File: config.mk
export PLATFORM = sky130hd
export DESIGN_NAME = square_draw_scheduler
export DESIGN_NICKNAME = d
export VERILOG_FILES = /design/src/rtl/square_draw_pkg.sv /design/src/rtl/square_draw_scheduler_rr_arbiter.sv /design/src/rtl/square_draw_scheduler.sv
export SDC_FILE = /design/constraint.sdc
export NUM_CORES = 1
export LEC_CHECK = 0
export ABC_AREA = 1
export BUFFER_PORTS_ARGS = -buffer_cell sky130_fd_sc_hd__buf_4
export CORE_AREA = 2 2 121 123
export DETAILED_ROUTE_END_ITERATION = 12
export DIE_AREA = 0 0 123 125
export PLACE_DENSITY = 0.48
export SLEW_MARGIN = 10
export SYNTH_ARGS = -nofsm -noshare
export SYNTH_HDL_FRONTEND = slang
export SYNTH_SLANG_ARGS = --single-unit
File: constraint.sdc
create_clock -name clk -period 2.1 [get_ports clk]
set_input_delay 0.21 -clock clk [delete_from_list [all_inputs] [get_ports clk]]
set_output_delay 0.21 -clock clk [all_outputs]
set_load 0.005 [all_outputs]
File: src/rtl/square_draw_pkg.sv
// Shared types and constants for the square draw scheduler and its arbiter.
package square_draw_pkg;

  typedef enum logic [1:0] {
    StIdle = 2'd0,
    StDraw = 2'd1,
    StDone = 2'd2
  } state_e;

  localparam int unsigned SQUARE_SIDE = 4;
  localparam int unsigned CNT_W       = 4;

  localparam logic [2:0] COLOUR_BLACK = 3'b000;

  localparam int unsigned DEF_N_REQ    = 4;
  localparam int unsigned DEF_X_W      = 8;
  localparam int unsigned DEF_Y_W      = 7;
  localparam int unsigned DEF_COLOUR_W = 3;

  // Count value of the last pixel of a square.
  localparam logic [CNT_W-1:0] CNT_LAST = CNT_W'(SQUARE_SIDE * SQUARE_SIDE - 1);

endpackage

File: src/rtl/square_draw_scheduler_rr_arbiter.sv
// Combinational round-robin pick: first asserted request at or after i_ptr, with wraparound.
module rr_arbiter #(
  parameter int unsigned N = 4
) (
  input  logic [N-1:0]         i_req,
  input  logic [$clog2(N)-1:0] i_ptr,
  output logic                 o_any,
  output logic [N-1:0]         o_win
);

  localparam int unsigned PW = $clog2(N);
  localparam int unsigned SW = PW + 1;

  logic [SW-1:0] w_idx;

  always_comb begin
    o_win = '0;
    o_any = 1'b0;
    w_idx = '0;
    for (int k = 0; k < N; k++) begin
      w_idx = {1'b0, i_ptr} + SW'(k);
      if (w_idx >= SW'(N)) begin
        w_idx = w_idx - SW'(N);
      end
      if (!o_any && i_req[w_idx[PW-1:0]]) begin
        o_win[w_idx[PW-1:0]] = 1'b1;
        o_any                = 1'b1;
      end
    end
  end

endmodule

File: src/rtl/square_draw_scheduler.sv
// Shares one 4x4 square pixel walker between N_REQ requesters and drives the VGA adapter.
module square_draw_scheduler
  import square_draw_pkg::*;
#(
  parameter int unsigned N_REQ    = DEF_N_REQ,
  parameter int unsigned X_W      = DEF_X_W,
  parameter int unsigned Y_W      = DEF_Y_W,
  parameter int unsigned COLOUR_W = DEF_COLOUR_W
) (
  input  logic                      clk,
  input  logic                      resetn,
  input  logic [N_REQ-1:0]          i_req,
  input  logic [N_REQ*X_W-1:0]      i_req_x,
  input  logic [N_REQ*Y_W-1:0]      i_req_y,
  input  logic [N_REQ*COLOUR_W-1:0] i_req_colour,
  input  logic [N_REQ-1:0]          i_req_erase,
  output logic [N_REQ-1:0]          o_grant,
  output logic [N_REQ-1:0]          o_done,
  output logic [X_W-1:0]            o_vga_x,
  output logic [Y_W-1:0]            o_vga_y,
  output logic [COLOUR_W-1:0]       o_vga_colour,
  output logic                      o_vga_plot,
  output logic                      o_busy
);

  localparam int unsigned PW = $clog2(N_REQ);

  state_e              r_state, w_state_d;
  logic [CNT_W-1:0]    r_cnt, w_cnt_d, w_cnt_inc;
  logic [PW-1:0]       r_ptr, w_ptr_d;
  logic [PW-1:0]       r_owner, w_owner_d;
  logic [X_W-1:0]      r_base_x, w_base_x_d;
  logic [Y_W-1:0]      r_base_y, w_base_y_d;
  logic [COLOUR_W-1:0] r_colour, w_colour_d;

  logic [N_REQ-1:0]    r_grant, w_grant_d;
  logic [N_REQ-1:0]    r_done, w_done_d;
  logic [X_W-1:0]      r_vga_x, w_vga_x_d;
  logic [Y_W-1:0]      r_vga_y, w_vga_y_d;
  logic [COLOUR_W-1:0] r_vga_colour, w_vga_colour_d;
  logic                r_vga_plot, w_vga_plot_d;
  logic                r_busy, w_busy_d;

  logic                w_any;
  logic [N_REQ-1:0]    w_win;
  logic [PW-1:0]       w_win_idx;
  logic [X_W-1:0]      w_sel_x;
  logic [Y_W-1:0]      w_sel_y;
  logic [COLOUR_W-1:0] w_sel_colour;

  rr_arbiter #(
    .N (N_REQ)
  ) u_rr_arbiter (
    .i_req (i_req),
    .i_ptr (r_ptr),
    .o_any (w_any),
    .o_win (w_win)
  );

  // Mux the winner's request fields; erase forces black at the grant edge.
  always_comb begin
    w_win_idx    = '0;
    w_sel_x      = '0;
    w_sel_y      = '0;
    w_sel_colour = '0;
    for (int i = 0; i < N_REQ; i++) begin
      if (w_win[i]) begin
        w_win_idx    = PW'(i);
        w_sel_x      = i_req_x[i*X_W +: X_W];
        w_sel_y      = i_req_y[i*Y_W +: Y_W];
        w_sel_colour = i_req_erase[i] ? COLOUR_W'(COLOUR_BLACK)
                                      : i_req_colour[i*COLOUR_W +: COLOUR_W];
      end
    end
  end

  assign w_cnt_inc = r_cnt + CNT_W'(1);

  always_comb begin
    w_state_d      = r_state;
    w_cnt_d        = r_cnt;
    w_ptr_d        = r_ptr;
    w_owner_d      = r_owner;
    w_base_x_d     = r_base_x;
    w_base_y_d     = r_base_y;
    w_colour_d     = r_colour;
    w_grant_d      = '0;
    w_done_d       = '0;
    w_vga_x_d      = r_vga_x;
    w_vga_y_d      = r_vga_y;
    w_vga_colour_d = r_vga_colour;
    w_vga_plot_d   = 1'b0;
    unique case (r_state)
      StIdle: begin
        if (w_any) begin
          w_state_d      = StDraw;
          w_cnt_d        = '0;
          w_owner_d      = w_win_idx;
          w_ptr_d        = (w_win_idx == PW'(N_REQ - 1)) ? '0 : w_win_idx + PW'(1);
          w_base_x_d     = w_sel_x;
          w_base_y_d     = w_sel_y;
          w_colour_d     = w_sel_colour;
          w_grant_d      = w_win;
          w_vga_x_d      = w_sel_x;
          w_vga_y_d      = w_sel_y;
          w_vga_colour_d = w_sel_colour;
          w_vga_plot_d   = 1'b1;
        end
      end
      StDraw: begin
        if (r_cnt == CNT_LAST) begin
          w_state_d = StDone;
          w_done_d  = N_REQ'(1) << r_owner;
        end else begin
          // Row-major walk: low count bits are the x offset, high bits the y offset.
          w_cnt_d      = w_cnt_inc;
          w_vga_x_d    = r_base_x + X_W'(w_cnt_inc[1:0]);
          w_vga_y_d    = r_base_y + Y_W'(w_cnt_inc[3:2]);
          w_vga_plot_d = 1'b1;
        end
      end
      StDone: begin
        w_state_d = StIdle;
      end
      default: begin
        w_state_d = StIdle;
      end
    endcase
    w_busy_d = (w_state_d != StIdle);
  end

  always_ff @(posedge clk) begin
    if (!resetn) begin
      r_state      <= StIdle;
      r_cnt        <= '0;
      r_ptr        <= '0;
      r_owner      <= '0;
      r_base_x     <= '0;
      r_base_y     <= '0;
      r_colour     <= '0;
      r_grant      <= '0;
      r_done       <= '0;
      r_vga_x      <= '0;
      r_vga_y      <= '0;
      r_vga_colour <= '0;
      r_vga_plot   <= 1'b0;
      r_busy       <= 1'b0;
    end else begin
      r_state      <= w_state_d;
      r_cnt        <= w_cnt_d;
      r_ptr        <= w_ptr_d;
      r_owner      <= w_owner_d;
      r_base_x     <= w_base_x_d;
      r_base_y     <= w_base_y_d;
      r_colour     <= w_colour_d;
      r_grant      <= w_grant_d;
      r_done       <= w_done_d;
      r_vga_x      <= w_vga_x_d;
      r_vga_y      <= w_vga_y_d;
      r_vga_colour <= w_vga_colour_d;
      r_vga_plot   <= w_vga_plot_d;
      r_busy       <= w_busy_d;
    end
  end

  assign o_grant      = r_grant;
  assign o_done       = r_done;
  assign o_vga_x      = r_vga_x;
  assign o_vga_y      = r_vga_y;
  assign o_vga_colour = r_vga_colour;
  assign o_vga_plot   = r_vga_plot;
  assign o_busy       = r_busy;

endmodule

; ---- After elaboration in Yosys (flattened, before gate mapping)
; Cells that the tools add are included.
; W data, S select, Z words.
[word_totals]
reg_bits = 53
in_bits = 82
output_inout_bits = 28
word_cells = 125
[op_classes]
add_sub_neg = 11
n_lt_le_gt_ge = 12
eq_ne = 5
n_shift = 1
muxes = 63
bitwise = 3
n_reduce_logical = 17
[ops]
columns = operator, n
row1 = $mux W8, 6
row2 = $mux W7, 6
row3 = $mux W3, 8
row4 = $mux W4, 6
row5 = $mux W2, 9
row6 = $pmux W8 S2, 1
row7 = $mux W1, 15
row8 = $pmux W7 S2, 1
row9 = $lt A2 B3 Y1 const B, 4
row10 = $or A4 B4 Y4, 3
row11 = $ge A3 B3 Y1 const B, 3
row12 = $reduce_and A3 Y1, 3
row13 = $add A8 B2 Y8, 1
row14 = $bmux W1 S2, 4
row15 = $demux W1 S2, 4
row16 = $ge A2 B1 Y1 const B, 4
row17 = $pmux W4 S2, 1
row18 = $sub A2 B1 Y2 const B, 4
row19 = $add A7 B2 Y7, 1
row20 = $logic_and A1 B1 Y1, 7
row21 = $add A2 B2 Y3 const B, 2
row22 = $add A4 B1 Y4 const B, 1
row23 = $eq A4 B4 Y1 const B, 1
row24 = $pmux W2 S2, 1
row25 = 13 further kinds, 16

; ---- Logic depth before layout (Yosys ltp)
[depth]
depth_word = 20
ltp_mapped = 19

; ---- Modules after synthesis
; Synthesis repeated with hierarchy kept, for this count alone.
[hier_totals]
hier_cells = 503
area_unflattened_um2 = 3388.2
[modules_own_cells]
columns = module, instances, cells_per_inst, area_per_inst_um2, seq_area_each_um2
row1 = square_draw_scheduler, 1, 427, 2964.1, 1061.0
row2 = rr_arbiter, 1, 76, 424.2, 0.0

; ---- Least setup slack after synthesis
; No wires, ideal clock.
[synth_timing]
kind = reg2reg
from = register r_ptr[1]
to = register r_vga_x[2], in the netlist o_vga_x[2]
arrival_time_ps = 2160
required_ps = 1988
path_slack_ps = -173
path_stages_with_launch = 17
path_buffers = 1
path_cell_list = dfxtp_1 inv_1 ha_1 inv_1 nand3_1 nand2_2 nand2_4 nor2_8 nand3_2 nand2_2 inv_2 buf_6 or2_1 nand2_2 nand2_1 nand2_1 nand2_1
[synth_via]
elab_chain_cells = 20
word_cells_on_any_way = 68
classes_between = add/sub: 7 / order compare: 12 / eq/ne: 1 / mux: 34 / bitwise: 3 / reduce/logical: 11
[synth_rtl]
columns = element, line
row1 = "start, declared", square_draw_scheduler.sv:30  ; logic [PW-1:0] r_ptr, w_ptr_d;
row2 = "start signal, assigned", square_draw_scheduler.sv:151  ; r_ptr <= w_ptr_d;
row3 = "parallel branches: the longest is 20 deep, another holds $add A2 B1 Y3", n/a
row4 = "end signal, assigned", square_draw_scheduler.sv:158  ; r_vga_x <= w_vga_x_d;
row5 = "end, declared", square_draw_scheduler.sv:38  ; logic [X_W-1:0] r_vga_x, w_vga_x_d;
; Several ways; the timed one is not identified. The select of a mux whose other input is x is not followed.
; A chain may end at the register's enable or synchronous reset.

; ---- Worst setup path in the final report
[layout_timing]
from = register r_ptr[0]
to = register r_vga_x[4], in the netlist o_vga_x[4]
; The elaborated chain is that of the path after synthesis.

==> results.toml <==
[run_status]
status = "finished, violations left"
violations = "negative setup slack"

[floorplan]
coreArea_um2 = 14200
fp.dieH_um = 125
floorplan.initialDensity_pct = 25.1
die_w_um = 123
placement_rows = 44
die-area_um2 = 15400
pin_count = 110

[finish]
final_nets = 726
drive_gt1_share_pct = 52.4
syn_to_final_growth_pct = 60.4
seq_area_um2 = 1070
multi_input_area_um2 = 2710
stdcell_area_um2 = 5710
fillers = 1441
insertedDiodeCount = 0

[synthesis]
synth_warnings = 0
yosys.area.top_type = "dfxtp_1"
ys_types = 41
synth_flop_cell = "dfxtp_1"
syn-num-nets = 580
yosysMostFrequentCell = "nand2_1"
yosysTopAreaCellShare_pct = 29.8
synthTopCellsByArea = "dfxtp_1 30%, nand2_1 12%, nand3_2 7.6%"
synth_commonest_cells = "112 x nand2_1, 53 x dfxtp_1, 51 x a21oi_1, 40 x nand3_1, 37 x nor2_1"
postSynthAreaPerCell_um2 = 7.34
async_flop_share_pct = 0
seq_area_frac_synth_pct = 29.8
synth_area_um2 = 3560
synth_seq_cells = 53
synth_edf_count = 0
synth_cells = 485

[clock_network]
clk_latency_ps = 300
cts_made_buffers = 5
cts_tree = "yes"
cts_root_buf = "clkbuf_16"
cts_max_level = 2
cts_num_sinks = 53
cts.clk_slew.worst_paths_ps = 80
cts_buffer_depth = 2

[power_and_ir_drop]
switchingPower_w = 0.00562
p_sw_share_pct = 48.8
power_leakage_nw = 2.60
power.share.clock_pct = 7.5
p_comb_share_pct = 78.4
ir_drop_uv = 880
power_density_nw_per_um2 = 2020
power.internal_w = 0.00589
p_seq_share_pct = 14.1

[job]
drv_cap = 0

[worst_setup_path]
cp_common_cell = "nand2_1"
max_stage_delay_ps = 380
cp_num_buf_inv = 5
cp.depth = 16
end_kind = "flip-flop"
crit_required_ps = 2350
r2r.worst_path.cells = 16
cp_cell_sequence = "inv_8 -> ha_4 -> inv_4 -> nand3_1 -> nand2_4 -> buf_4 -> nand2_4 -> o21ai_4 -> buf_12 -> buf_12 -> nand3_2 -> nand3_2 -> nand2_2 -> nand2_1 -> nand2_1 -> nand2_1"
cp.arrival_ps = 2380
path_class = "reg -> reg"
cp_top_family = "simple AND/OR/NAND/NOR gates"
worstSetupStartpointType = "flip-flop"
slowest_stage = "dfxtp_4"
cp_max_fo = 5

[sta]
fmax_mhz = 470
fin_crit_sh_pct = 101
finalSetupViolations = 8
tightestPinTransition_ps = 409
relSlewSlack_pct = 72.6
whs_ps = 270
hold_viol = 0
drv_slew = 0
worst_slack_ps = -29.2
rsz0062_at_grt = "yes"
fin_worst_skew_ps = 9.73
period_needed_ps = 2130

[placement]
post-dp-hpwl_um = 9260
place_area_um2 = 4860
io_buffers = 109
pre_cts_ws_ps = -114
finalWeightedCongestion = 0.888

[routing]
vias = 3702
post_drt_wl_per_cell_um = 14.8
drc = 0
drt_first_pass_iters = 4
drt_wl_total_um = 12100
postRouteAntennaNets = 0
vias_per_cell = 4.54
detailedRoute.firstIterationViolations = 157

[global_route]
met2_usage_pct = 26.8
grt_max_degree = 24
use_met1_pct = 20.4
grt.busiest_layer = "met2"
track_usage_pct = 15.8
antenna_found_initial = 0
first_global_vias = 3878
grt_overflow = 0
grtUsageMet3_pct = 2.24
grt_pass1_wl_um = 19300

[min_path]
min_path_type = "in -> reg"
min_path_cells = 4
==> worst register-to-register path: stages (launching register included) <==
cell and delay [ps]:
dfxtp_4 380, inv_8 40, ha_4 230, inv_4 80, nand3_1 150, nand2_4 150, buf_4 130, nand2_4 50
o21ai_4 170, buf_12 150, buf_12 110, nand3_2 90, nand3_2 90, nand2_2 80, nand2_1 60, nand2_1 60
nand2_1 60
==> final cells by class <==
| type | instances | share of cell area (%) |
|---|---|---|
| Clock buffer | 5 | 2.19 |
| Multi-Input combinational cell | 372 | 47.4 |
| Clock inverter | 3 | 0.438 |
| Tap cell | 184 | 4.03 |
| Sequential cell | 53 | 18.7 |
| Timing Repair Buffer | 158 | 24.1 |
| Inverter | 41 | 3.16 |
==> state kept, by name (all words and copies together), names as in the netlist <==
name,count
r_owner,2
o_done,4
o_vga_plot,1
r_cnt,4
o_grant,4
o_vga_colour,3
o_vga_y,7
r_base_y,7
o_vga_x,8
r_ptr,2
r_state,2
o_busy,1
r_base_x,8
==> logic make-up after synthesis <==
kind of cell | after synthesis | synth area share, %
compound gates | 89 | 14.3
flops | 53 | 29.8
fa+ha+maj | 13 | 4.99
buf+inv | 61 | 8.58
xor+xnor | 11 | 2.71
simple gates | 258 | 39.6
==> stage by stage <==
| step | utilization [%] | cells | TNS [ps] | total power [W] |
|---|---|---|---|---|
| 2_1_floorplan | - | 485 | 0 | 0.00607 |
| 3_3_place_gp | 34.2 | 797 | -440 | 0.00833 |
| 3_5_place_dp | 34.2 | 797 | -1020 | 0.00840 |
| 4_1_cts | 36.4 | 807 | -23.5 | 0.00984 |
| 5_1_grt | 40.2 | 816 | -3290 | 0.0124 |
| 6_report | 40.2 | 816 | -153 | 0.0115 |
==> power groups by stage <==
stage                     Sequential (W)  Clock (W)  Combinational (W)
after floorplan                  0.00161          0            0.00446
after global placement           0.00163          0            0.00669
after detailed placement         0.00164          0            0.00676
after CTS                        0.00162   0.000887            0.00733
after global routing             0.00168   0.000926            0.00984
final                            0.00162   0.000863            0.00903
==> placed cells by master (no fill, tap or decap), types with 7 or more instances in the layout <==
cell type,netlist,layout
a21oi_1,51,33
a21oi_2,7,24
buf_12,2,8
buf_4,2,136
buf_6,3,9
clkbuf_16,0,7
dfxtp_1,53,51
ha_1,11,9
inv_1,34,31
nand2_1,112,80
nand2_2,7,29
nand2_4,6,15
nand3_1,40,16
nand3_2,27,39
nand3_4,2,14
nor2_1,37,31
nor2_2,2,7
o21ai_0,19,14
o21ai_1,6,10
==> layer usage <==
layer	share of wire (%)	up-vias
met5	0	-
met4	1.8	0
met3	5.2	11
met2	49	107
met1	45	1706
li1	-	1878
==> path summary, 6_finish.rpt <==
check,from,end,slack [ps]
setup / recovery,r_ptr[0],o_vga_x[4],-30
hold / removal,i_req_y[23],r_base_y[2],270
setup reg to reg,r_ptr[0],o_vga_x[4],-30
hold reg to reg,o_vga_y[1],o_vga_y[1],460
==> what timing repair did <==
item / 4_1_cts / 5_1_grt
hold buffers: 0 / 0
gates resized for setup: 35 / 108
endpoints found under the setup margin: 28 / 40
buffers inserted: 1 / 7
cloned: 1 / 2
pin swaps: 17 / 38
(Power assumes the default switching activity.)
